$ cat src/rtl/cic_pkg.sv
// Shared CIC constants and sizing helpers, used by both the integrator chain and the comb back end.
package cic_pkg;

    localparam int unsigned CIC_STAGES     = 3;
    localparam int unsigned CIC_DECIM      = 64;
    localparam int unsigned CIC_DIFF_DELAY = 1;

    // Ceiling log2; returns 0 for inputs of 0 or 1.
    function automatic int unsigned clog2(input int unsigned value);
        int unsigned result;
        result = 0;
        for (int i = 0; i < 32; i++) begin
            if ((32'd1 << i) < value) begin
                result = i + 1;
            end
        end
        return result;
    endfunction

    function automatic int unsigned cic_width(input int unsigned bin, input int unsigned n,
                                              input int unsigned r, input int unsigned m);
        return bin + n * clog2(r * m);
    endfunction

endpackage

$ cat src/rtl/cic_comb.sv
// One CIC comb (differentiator) stage: y = x - x delayed by DIFF_DELAY valid samples,
// registered, with the valid pipelined alongside.
module cic_comb #(
    parameter int unsigned WIDTH      = 24,
    parameter int unsigned DIFF_DELAY = 1
) (
    input  logic             i_clk,
    input  logic             i_rst,
    input  logic             i_valid,
    input  logic [WIDTH-1:0] i_data,
    output logic             o_valid,
    output logic [WIDTH-1:0] o_data
);

    logic [DIFF_DELAY-1:0][WIDTH-1:0] del_q, del_d;
    logic [WIDTH-1:0]                 y_q, y_d;
    logic                             valid_q;

    // Delay line and output only move on valid so the differential delay counts samples, not cycles.
    always_comb begin
        del_d = del_q;
        y_d   = y_q;
        if (i_valid) begin
            y_d      = i_data - del_q[DIFF_DELAY-1];
            del_d[0] = i_data;
            for (int i = 1; i < DIFF_DELAY; i++) begin
                del_d[i] = del_q[i-1];
            end
        end
    end

    always_ff @(posedge i_clk) begin
        if (i_rst) begin
            del_q   <= '0;
            y_q     <= '0;
            valid_q <= 1'b0;
        end else begin
            del_q   <= del_d;
            y_q     <= y_d;
            valid_q <= i_valid;
        end
    end

    assign o_valid = valid_q;
    assign o_data  = y_q;

endmodule

$ cat src/rtl/cic_comb_decimator.sv
// CIC back end: decimates the integrator output by DECIM, then runs STAGES pipelined comb stages.
// All arithmetic wraps modulo 2^WIDTH; width growth is the integrator's responsibility.
module cic_comb_decimator
    import cic_pkg::*;
#(
    parameter int unsigned WIDTH      = 24,
    parameter int unsigned STAGES     = CIC_STAGES,
    parameter int unsigned DECIM      = CIC_DECIM,
    parameter int unsigned DIFF_DELAY = CIC_DIFF_DELAY
) (
    input  logic             i_clk,
    input  logic             i_rst,
    input  logic             i_en,
    input  logic [WIDTH-1:0] i_data,
    output logic [WIDTH-1:0] o_data,
    output logic             o_valid
);

    localparam int unsigned     CntW   = (clog2(DECIM) > 0) ? clog2(DECIM) : 1;
    localparam logic [CntW-1:0] CntMax = CntW'(DECIM - 1);

    logic [CntW-1:0]  cnt_q, cnt_d;
    logic [WIDTH-1:0] cap_q, cap_d;
    logic             cap_valid_q, cap_valid_d;

    always_comb begin
        cnt_d       = cnt_q;
        cap_d       = cap_q;
        cap_valid_d = 1'b0;
        if (i_en) begin
            if (cnt_q == CntMax) begin
                cnt_d       = '0;
                cap_d       = i_data;
                cap_valid_d = 1'b1;
            end else begin
                cnt_d = cnt_q + 1'b1;
            end
        end
    end

    always_ff @(posedge i_clk) begin
        if (i_rst) begin
            cnt_q       <= '0;
            cap_q       <= '0;
            cap_valid_q <= 1'b0;
        end else begin
            cnt_q       <= cnt_d;
            cap_q       <= cap_d;
            cap_valid_q <= cap_valid_d;
        end
    end

    logic [STAGES:0][WIDTH-1:0] stage_data;
    logic [STAGES:0]            stage_valid;

    assign stage_data[0]  = cap_q;
    assign stage_valid[0] = cap_valid_q;

    for (genvar k = 0; k < STAGES; k++) begin : g_comb
        cic_comb #(
            .WIDTH      (WIDTH),
            .DIFF_DELAY (DIFF_DELAY)
        ) u_comb (
            .i_clk   (i_clk),
            .i_rst   (i_rst),
            .i_valid (stage_valid[k]),
            .i_data  (stage_data[k]),
            .o_valid (stage_valid[k+1]),
            .o_data  (stage_data[k+1])
        );
    end

    assign o_data  = stage_data[STAGES];
    assign o_valid = stage_valid[STAGES];

endmodule

$ cat config.mk
export PLATFORM = sky130hd
export DESIGN_NAME = cic_comb_decimator
export DESIGN_NICKNAME = d
export VERILOG_FILES = /design/src/rtl/cic_pkg.sv /design/src/rtl/cic_comb.sv /design/src/rtl/cic_comb_decimator.sv
export SDC_FILE = /design/constraint.sdc
export NUM_CORES = 1
export LEC_CHECK = 0
export CAP_MARGIN = 20
export CORE_UTILIZATION = 60
export CTS_CLUSTER_DIAMETER = 150
export CTS_CLUSTER_SIZE = 12
export DETAILED_ROUTE_END_ITERATION = 10
export PLACE_DENSITY = 0.78
export SYNTH_ARGS = -nofsm -noshare
export SYNTH_HDL_FRONTEND = slang
export SYNTH_SLANG_ARGS = --single-unit
$ cat constraint.sdc
create_clock -name i_clk -period 4.35 [get_ports i_clk]
set_input_delay 0.87 -clock i_clk [delete_from_list [all_inputs] [get_ports i_clk]]
set_output_delay 0.87 -clock i_clk [all_outputs]
set_load 0.01 [all_outputs]
### Word level (Yosys, flattened, before mapping)

Index checks and enable logic that the tools add are counted.

| storage, ports and cells | value |
|---|---|
| register bits | 178 |
| bits of input ports | 27 |
| output and inout bits | 25 |
| logic and storage cells | 22 |

| cells by class | value |
|---|---|
| add/subtract/negate cells | 4 |
| eq/ne operators | 1 |
| multiplexer cells | 2 |
| bitwise operators | 1 |
| reduce and logical (&&, ||, !) cells | 2 |

Operator list:

| cell | number |
|---|---|
| 24-bit subtractor | 3 |
| 6-bit by 1-bit adder with 6-bit output, second input constant | 1 |
| 6-bit == test, second input constant | 1 |
| 6-bit 2-to-1 mux | 1 |
| 2-bit AND reduction | 1 |
| 2-bit OR reduction | 1 |
| 1-bit 2-to-1 mux | 1 |
| 1-bit NOT | 1 |

### Logic depth before layout (Yosys ltp)

Gate-level depths: netlist of the first run.

| depth | value |
|---|---|
| word-level depth | 2 |
| depth in mapped cells | 11 |
| mapped depth without buffers | 11 |

### Modules after synthesis

From an unflattened synthesis of the first run, not the netlist that was laid out.

| unflattened totals | value |
|---|---|
| cells, all modules | 1243 |
| area total of the unflattened synthesis | 10622.7 um^2 |

Modules (own cells, without submodules):

| module | instances | cells an instance | area an instance (um^2) | sequential area each (um^2) |
|---|---|---|---|---|
| cic_comb (g_comb[0].u_comb ...) | 2 | 360 | 3010.4 | 980.9 |
| cic_comb (g_comb[2].u_comb) | 1 | 391 | 3220.6 | 980.9 |
| cic_comb_decimator | 1 | 132 | 1381.3 | 620.6 |

### Worst setup path before layout of the first run

Ideal clock, no wire load.

| path | value |
|---|---|
| path type | reg-to-reg |
| start point | register cap_q[0] |
| end point | register g_comb[0].u_comb.y_q[18] |
| setup time | 106 ps |
| data arrival time | 2438 ps |
| data required time | 4244 ps |
| slack | 1806 ps |
| stages on the path, launching flop included | 12 |
| buffers on the path | 0 |
| period minus slack after synthesis | 2544 ps |
| cell sequence | dfxtp_1 -> inv_1 -> ha_1 -> fa_1 -> nand2b_1 -> a21o_1 -> a21oi_1 -> a21oi_1 -> a21oi_1 -> nor3_1 -> or4b_2 -> o311ai_0 |

| between the ends | value |
|---|---|
| cells in the longest elaborated chain, start to end | 1 |

RTL lines:

| item | RTL line | source |
|---|---|---|
| start, declared | cic_comb_decimator.sv:23 | `logic [WIDTH-1:0] cap_q, cap_d;` |
| start signal, assigned | cic_comb_decimator.sv:48 | `cap_q <= cap_d;` |
| 24-bit subtractor | cic_comb.sv:24 | `y_d = i_data - del_q[DIFF_DELAY-1];` |
| end signal, assigned | cic_comb.sv:39 | `y_q <= y_d;` |
| end, declared | cic_comb.sv:16 | `logic [WIDTH-1:0] y_q, y_d;` |

No other way between the ends.
A chain may end at the register's enable or synchronous reset.

### Worst setup path in the final report of the first run

| path | value |
|---|---|
| start point | register g_comb[1].u_comb.y_q[0] |
| end point | register g_comb[2].u_comb.y_q[20] |

| between the ends | value |
|---|---|
| cells in the longest elaborated chain, start to end | 1 |

RTL lines:

| item | RTL line |
|---|---|
| start, declared | cic_comb.sv:16 |
| start signal, assigned | cic_comb.sv:39 |
| 24-bit subtractor | cic_comb.sv:24 |
| end signal, assigned | cic_comb.sv:39 |
| end, declared | cic_comb.sv:16 |

No other way between the ends.

==> metrics.txt, run 1 <==
initial drt markers 279; hold_sp g_comb[2].u_comb.o_data[17]; pre-CTS setup slack approximately 1.5 ns; path depth of the worst reg2reg path 11; hold endpoint g_comb[2].u_comb.o_data[17]; setup TNS 0 ns; Core Area between 0.015 and 0.02 mm^2; post-synth top area share 36.4%; Synth Register Bits 178; Slowest cell on crit path or4b_1; most frequent cell after synthesis dfxtp_1; syn_nets about 1,300; maximum fanout along the worst path 4; initial antenna violation count 0; die width about 130 um; combinational power share about 1.7%; CP most frequent cell a21oi_1; final hold vios 0; P_int around 2.6 mW; Bufs and invs on worst path 1; Hold Crit Depth 2; Total GRT Usage 23.7%; CTS tree yes; final net count 1,284; Post-Syn Area between 0.009 and 0.01 mm^2; Metal-1 WL 8.70 mm; DR top layer met4; Pwr Total about 3.2 mW; largest net degree at the start of global routing 77; leakage roughly 4.2 nW; H-tree depth 4; family with the most delay on the worst path compound AO/OA/AOI/OAI gates; EDFF count, synth 0; Root Buffer Master clkbuf_16; Critical R2R Capture g_comb[2].u_comb.o_data[20]; vias post-DR roughly 7,700; max-slew violations 0; max-cap violations 0; die height roughly 130 um; Async SR Flop Fraction 0%; Detailed Place HPWL 12.8 mm; Antenna Cells 0; drt wl/cell around 13 um; Worst Max-Slew Pin Slew just under 0.9 ns; die area 0.0168 mm^2; Critical Path AT 3.20 ns; sequential share of power a little over 50%; clock-pin slew on the worst setup and hold paths 0.06 ns; met3 WL a little over 500 um; IO Port Bufs just over 50; Net Sw Frac 20.7%; first-pass GRT wire length between 30 and 40 mm; Final Cycle Share 66.1%; most instantiated cells after synthesis dfxtp_1, nor2_1, mux2i_1; routed vias/inst ~5.4; grt ovf 0; Layout Skew ~0.0094 ns; synthesis-to-layout area growth 12.5%; # setup viols final 0; Area contributors post-synth dfxtp_1, mux2i_1, ha_1; peak supply drop roughly 0.27 mV; fillers approximately 1,300; wire length on met2 8.62 mm; RSZ-0062 raised after global routing false; Top FF cell, synth dfxtp_1; total CTS buffers 17; TritonCTS Sinks about 180; hold buffer count at CTS 0; NetSw about 0.67 mW; Crit Path Class flip-flop to flip-flop; layout cells sized above 1 between 4 and 5%; Worst path max stage delay between 0.4 and 0.5 ns; Req. time, crit path between 4 and 5 ns; Rel. slew slack 40.2%; Ys Warns 0; Critical R2R Launch g_comb[1].u_comb.o_data[0]; Synth area leader dfxtp_1; Clock Tree Buf Depth 2; setup ws final approximately 1.5 ns; R2R setup slack between 1 and 1.5 ns; initial core utilization approximately three fifths; GP Congestion 0.894; Setup Fix Bufs, Post-CTS 0; Post-Syn Instances about 1,200; clock latency on the worst-skew pair approximately 0.43 ns; # IOs 52; syn avg cell area around 8.4 um^2; HP Class flip-flop to flip-flop; Antenna Nets Post-Route 0; PwrDens 294 mW/mm^2; Final min period approximately 2.9 ns; CP startpoint kind flip-flop; Cell Rows 46; router iterations before antenna repair 4; Setup crit end kind flip-flop; drt total wl roughly 18 mm; Clk pwr share a little under half; Resized Gates After CTS 0; DRC errors left 0; sequential-to-total area share from yosys stat between 30% and 40%; vias in the first global route approximately 7,300; outcome finished, final reports clean; Netlist cell types 66; f_max ~0.35 GHz; crit-path cells inv_1, ha_1, fa_1, nor2b_1, o31a_2, a21oi_1, a31oi_1, a31o_2, a21oi_1, or4b_1, o311ai_0
-- power by group through the flow --
stage / registers (mW) / logic, mW / clock network, mW
after floorplan: 1.67 / 0.0266 / 0
after global placement: 1.67 / 0.0568 / 0
after detailed placement: 1.67 / 0.0562 / 0
after CTS: 1.63 / 0.0566 / 1.57
after global routing: 1.63 / 0.0617 / 1.65
final: 1.63 / 0.0560 / 1.54
-- state kept, by name (all words and copies together) (netlist names) --
name / count
g_comb.u_comb.o_data: 72
cnt_q: 6
g_comb.u_comb.o_valid: 3
g_comb.u_comb.del_q: 72
cap_q: 24
cap_valid_q: 1
-- logic make-up (layout without fill, tap and decap cells) --
family | Yosys count | count (layout) | synth area share (%)
AO/OA/AOI/OAI | 250 | 250 | 16.2
XOR/XNOR | 64 | 64 | 5.73
flip-flops | 178 | 178 | 36.4
multiplexers | 105 | 105 | 10.8
adder cells (fa/ha/maj) | 73 | 73 | 9.57
buffers and inverters | 141 | 176 | 5.49
AND/OR/NAND/NOR | 351 | 351 | 15.8
-- stage by stage --
stage / instance area [um^2] / util, % / std cells / hold WS, ns
6_report: 11000 / 69.2 / 1413 / 0.453
5_1_grt: 11000 / 69.2 / 1413 / 0.488
4_1_cts: 11000 / 69.2 / 1413 / 0.460
3_5_place_dp: 10400 / 65.4 / 1381 / 0.445
3_3_place_gp: 10400 / 65.4 / 1381 / 0.436
2_1_floorplan: 9780 / - / 1162 / 0.445
-- cell type report --
cell class              count  area [um^2]  share of cell area, %
multi-input cells         843         5680                   51.6
well taps                 216          270                   2.46
clock buffers              21          480                   4.37
inverters                  88          330                   3.00
clock inverters            11          126                   1.15
repair buffers             56          546                   4.96
flip-flops and latches    178         3570                   32.4
-- per-layer routing --
| metal | up-vias | global-route usage [%] |
|---|---|---|
| met5 | - | 0 |
| met3 | 33 | 4.42 |
| met4 | 0 | 10.1 |
| met1 | 3473 | 29.0 |
| met2 | 137 | 40.7 |
| li1 | 4054 | - |
-- worst max path at each step --
stage	start	endpoint	slack, ns	cells past startpoint
after floorplan	cap_q[0]	g_comb[0].u_comb.o_data[18]	1.81	11
after global placement	i_en	cap_q[0]	1.52	6
after detailed placement	i_en	cap_q[9]	1.48	6
after CTS	cap_q[0]	g_comb[0].u_comb.o_data[18]	1.49	11
after global routing	g_comb[1].u_comb.o_data[0]	g_comb[2].u_comb.o_data[20]	1.26	11
final	g_comb[1].u_comb.o_data[0]	g_comb[2].u_comb.o_data[20]	1.47	11
-- placed cells by master, fill, tap and decap left out, types with 13 or more instances in the layout --
master / netlist / final
nand2b_1: 20 / 20
o21ai_0: 43 / 43
a21o_1: 19 / 19
xnor2_1: 35 / 35
ha_1: 70 / 70
a211oi_1: 16 / 16
o22ai_1: 13 / 13
clkdlybuf4s50_1: 0 / 50
mux2i_1: 104 / 104
nand2_1: 103 / 103
inv_1: 88 / 88
xor2_1: 29 / 29
clkbuf_16: 0 / 17
nor2_1: 157 / 157
dfxtp_1: 178 / 175
a21oi_1: 90 / 90
-- worst register-to-register path, stage by stage, from the launching register on --
cell and delay [ns]:
dfxtp_1 0.36, inv_1 0.06, ha_1 0.22, fa_1 0.43, nor2b_1 0.16, o31a_2 0.18
a21oi_1 0.11, a31oi_1 0.38, a31o_2 0.23, a21oi_1 0.08, or4b_1 0.46, o311ai_0 0.10
(Power assumes the default switching activity.)
==> inputs of run 2 (changes only) <==
--- a/config.mk
+++ b/config.mk
@@ -6,11 +6,11 @@
 export NUM_CORES = 1
 export LEC_CHECK = 0
 export CAP_MARGIN = 20
-export CORE_UTILIZATION = 60
+export CORE_UTILIZATION = 55
 export CTS_CLUSTER_DIAMETER = 150
 export CTS_CLUSTER_SIZE = 12
 export DETAILED_ROUTE_END_ITERATION = 10
-export PLACE_DENSITY = 0.78
+export PLACE_DENSITY = 0.75
 export SYNTH_ARGS = -nofsm -noshare
 export SYNTH_HDL_FRONTEND = slang
 export SYNTH_SLANG_ARGS = --single-unit
==> constraint.sdc (replaced) <==
create_clock -name i_clk -period 2.5 [get_ports i_clk]
set_input_delay 0.5 -clock i_clk [delete_from_list [all_inputs] [get_ports i_clk]]
set_output_delay 0.5 -clock i_clk [all_outputs]
set_load 0.01 [all_outputs]
==> run 2 against run 1 <==
  * Clock power is 79% higher
  * Total power is 77% higher
  * Wire length is 3.5% higher
  * Worst setup slack worse by 1.4 ns
  * Worst hold slack better by 0.0087 ns
  * Sequential cell count stayed put
  * Sequential share of layout area is 1.6 points lower
  * Count of clock-buffer cells in the layout stayed put
  * Die area is 8.9% higher
  * Register-to-register slack worse by 1.4 ns
  * Largest cell class unchanged
==> metrics.txt, run 2 (synthesis gave the netlist of run 1 again) <==
outcome finished, final reports clean (unchanged); Final Cycle Share 97.8% (was 66.1%); Final min period 2.44 ns (was 2.88 ns); Worst path max stage delay 0.56 ns (was 0.46 ns); initial antenna violation count 0 (unchanged); f_max 0.409 GHz (was 0.348 GHz); router iterations before antenna repair 5 (was 4); max-slew violations 0 (unchanged); # IOs 52 (unchanged); crit-path cells inv_2, ha_4, fa_2, nor2b_2, o31a_2, a21oi_4, a31oi_4, a31o_2, a21oi_2, or4b_4, o311ai_4 (was inv_1, ha_1, fa_1, nor2b_1, o31a_2, a21oi_1, a31oi_1, a31o_2, a21oi_1, or4b_1, o311ai_0); Antenna Nets Post-Route 0 (unchanged); total CTS buffers 17 (unchanged); Antenna Cells 0 (unchanged); H-tree depth 4 (unchanged); Root Buffer Master clkbuf_16 (unchanged); drt wl/cell 13.0 um (was 12.9 um); die width 135 um (was 130 um); hold buffer count at CTS 0 (unchanged); Cell Rows 48 (was 46); Total GRT Usage 21.6% (was 23.7%); synthesis-to-layout area growth 18.4% (was 12.5%); GP Congestion 0.915 (was 0.894); Area after DPL 0.0107 mm^2 (was 0.0104 mm^2); HP Class flip-flop to flip-flop (unchanged); Pwr Total 5.71 mW (was 3.23 mW); vias in the first global route 7,285 (was 7,278); fillers 1,460 (was 1,333); Clock Tree Buf Depth 2 (unchanged); largest net degree at the start of global routing 69 (was 77); vias post-DR 7,779 (was 7,697); PwrDens 493 mW/mm^2 (was 294 mW/mm^2); Req. time, crit path 2.84 ns (was 4.67 ns); Layout Skew 0.00848 ns (was 0.00936 ns); # setup viols final 0 (unchanged); leakage 4.45 nW (was 4.20 nW); first-pass GRT wire length 32.4 mm (was 32.3 mm); TritonCTS Sinks 178 (unchanged); die area 0.0183 mm^2 (was 0.0168 mm^2); Setup crit end kind flip-flop (unchanged); Rel. slew slack 62.6% (was 40.2%); Critical Path AT 2.79 ns (was 3.20 ns); peak supply drop 0.565 mV (was 0.273 mV); Hold Crit Depth 2 (unchanged); IO Port Bufs 51 (unchanged); drt total wl 18.9 mm (was 18.3 mm); RSZ-0062 raised after global routing true (was false); Worst Max-Slew Pin Slew 0.559 ns (was 0.895 ns); final net count 1,320 (was 1,284); path depth of the worst reg2reg path 11 (unchanged); clock latency on the worst-skew pair 0.43 ns (about the same); max-cap violations 0 (unchanged); Core Area 0.0174 mm^2 (was 0.0159 mm^2); Crit Path Class flip-flop to flip-flop (unchanged); DRC errors left 0 (unchanged); initial drt markers 318 (was 279); grt ovf 0 (unchanged); clock-pin slew on the worst setup and hold paths 0.06 ns (about the same); Design Area, Final 0.0116 mm^2 (was 0.0110 mm^2); die height 135 um (was 130 um); Post-Layout Cell Count 1,458 (was 1,413); CTS tree yes (unchanged); maximum fanout along the worst path 2 (was 4); final hold vios 0 (unchanged); Slowest cell on crit path or4b_4 (was or4b_1); initial core utilization 56.3% (was 61.6%); area occupied by multi-input gates 0.00593 mm^2 (was 0.00568 mm^2); Storage cell area 0.00357 mm^2 (about the same); commonest non-fill, non-tap cells in the layout dfxtp_1, nor2_1, mux2i_1, nand2_1, inv_1 (was dfxtp_1, nor2_1, mux2i_1, nand2_1, a21oi_1); final hold slack 0.462 ns (was 0.453 ns); CP startpoint kind flip-flop (unchanged); Cells after DPL 1,420 (was 1,381); Detailed Place HPWL 13.3 mm (was 12.8 mm); most common cell after layout, fill and taps aside dfxtp_1 (unchanged); routed vias/inst 5.34 (was 5.45); layout cells sized above 1 11.0% (was 4.68%)
## run 2: cell types whose count changed in the layout (fill, tap and decap cells not counted), moves of 3 or more
| cell | change |
|---|---|
| a21oi_2 | +12 |
| a31oi_1 | -3 |
| ha_1 | -6 |
| ha_2 | +4 |
| a21oi_1 | -13 |
| buf_4 | +34 |
| a211oi_1 | -3 |
| a211oi_2 | +3 |
## run 2: worst max-delay path, delay by kind of cell (launching register included)
family | cells | cell delay (ns)
buffers and inverters | 1 | 0.04
AOI/OAI and AO/OA | 6 | 0.76
adders and majority gates | 2 | 0.53
DFF | 1 | 0.33
and+or+nand+nor | 2 | 0.69
## run 2: layout make-up
| class | count | share of cell area [%] |
|---|---|---|
| Clock buffer | 21 | 4.06 |
| Clock inverter | 11 | 1.32 |
| Inverter | 88 | 2.85 |
| Multi-Input combinational cell | 843 | 51.2 |
| Sequential cell | 178 | 30.8 |
| Tap cell | 225 | 2.43 |
| Timing Repair Buffer | 92 | 7.26 |
## run 2: what timing repair did
action / in CTS / in global routing
setup buffers: 2 / 5
setup endpoints to repair: 3 / 19
pin swaps: 9 / 21
cloned: 0 / 0
gates resized for setup: 12 / 40
## run 2: through the flow
stage	setup WS, ns	setup TNS (ns)	util [%]
after floorplan	0.0288	0	-
after global placement	-0.0481	-0.0481	61.4
after detailed placement	-0.0880	-0.199	61.4
after CTS	0.0107	0	65.4
after global routing	-0.0344	-0.123	66.7
final	0.0562	0	66.7
## run 2: power by group
part           internal [mW]  total (mW)  switching [mW]
clock network           1.66        2.76            1.11
logic                 0.0493       0.106          0.0567
registers               2.84        2.84         0.00320
total                   4.55        5.71            1.17
## run 2: path summary, 6_finish.rpt
check / start / end / slack [ns]
worst min-delay path: g_comb[2].u_comb.o_data[15] / g_comb[2].u_comb.o_data[15] / 0.46
worst min register to register: g_comb[2].u_comb.o_data[15] / g_comb[2].u_comb.o_data[15] / 0.46
worst max register to register: g_comb[1].u_comb.o_data[0] / g_comb[2].u_comb.o_data[20] / 0.06
worst max-delay path: g_comb[1].u_comb.o_data[0] / g_comb[2].u_comb.o_data[20] / 0.06
## run 2: metal layers
metal	share of wire (%)	global-route usage [%]	wire, um	vias to the layer above
li1	-	-	-	4105
met1	49	26.9	9180	3551
met2	47	37.1	8930	103
met3	2.8	4.83	527	20
met4	1.4	6.12	260	0
met5	0	0	0	-
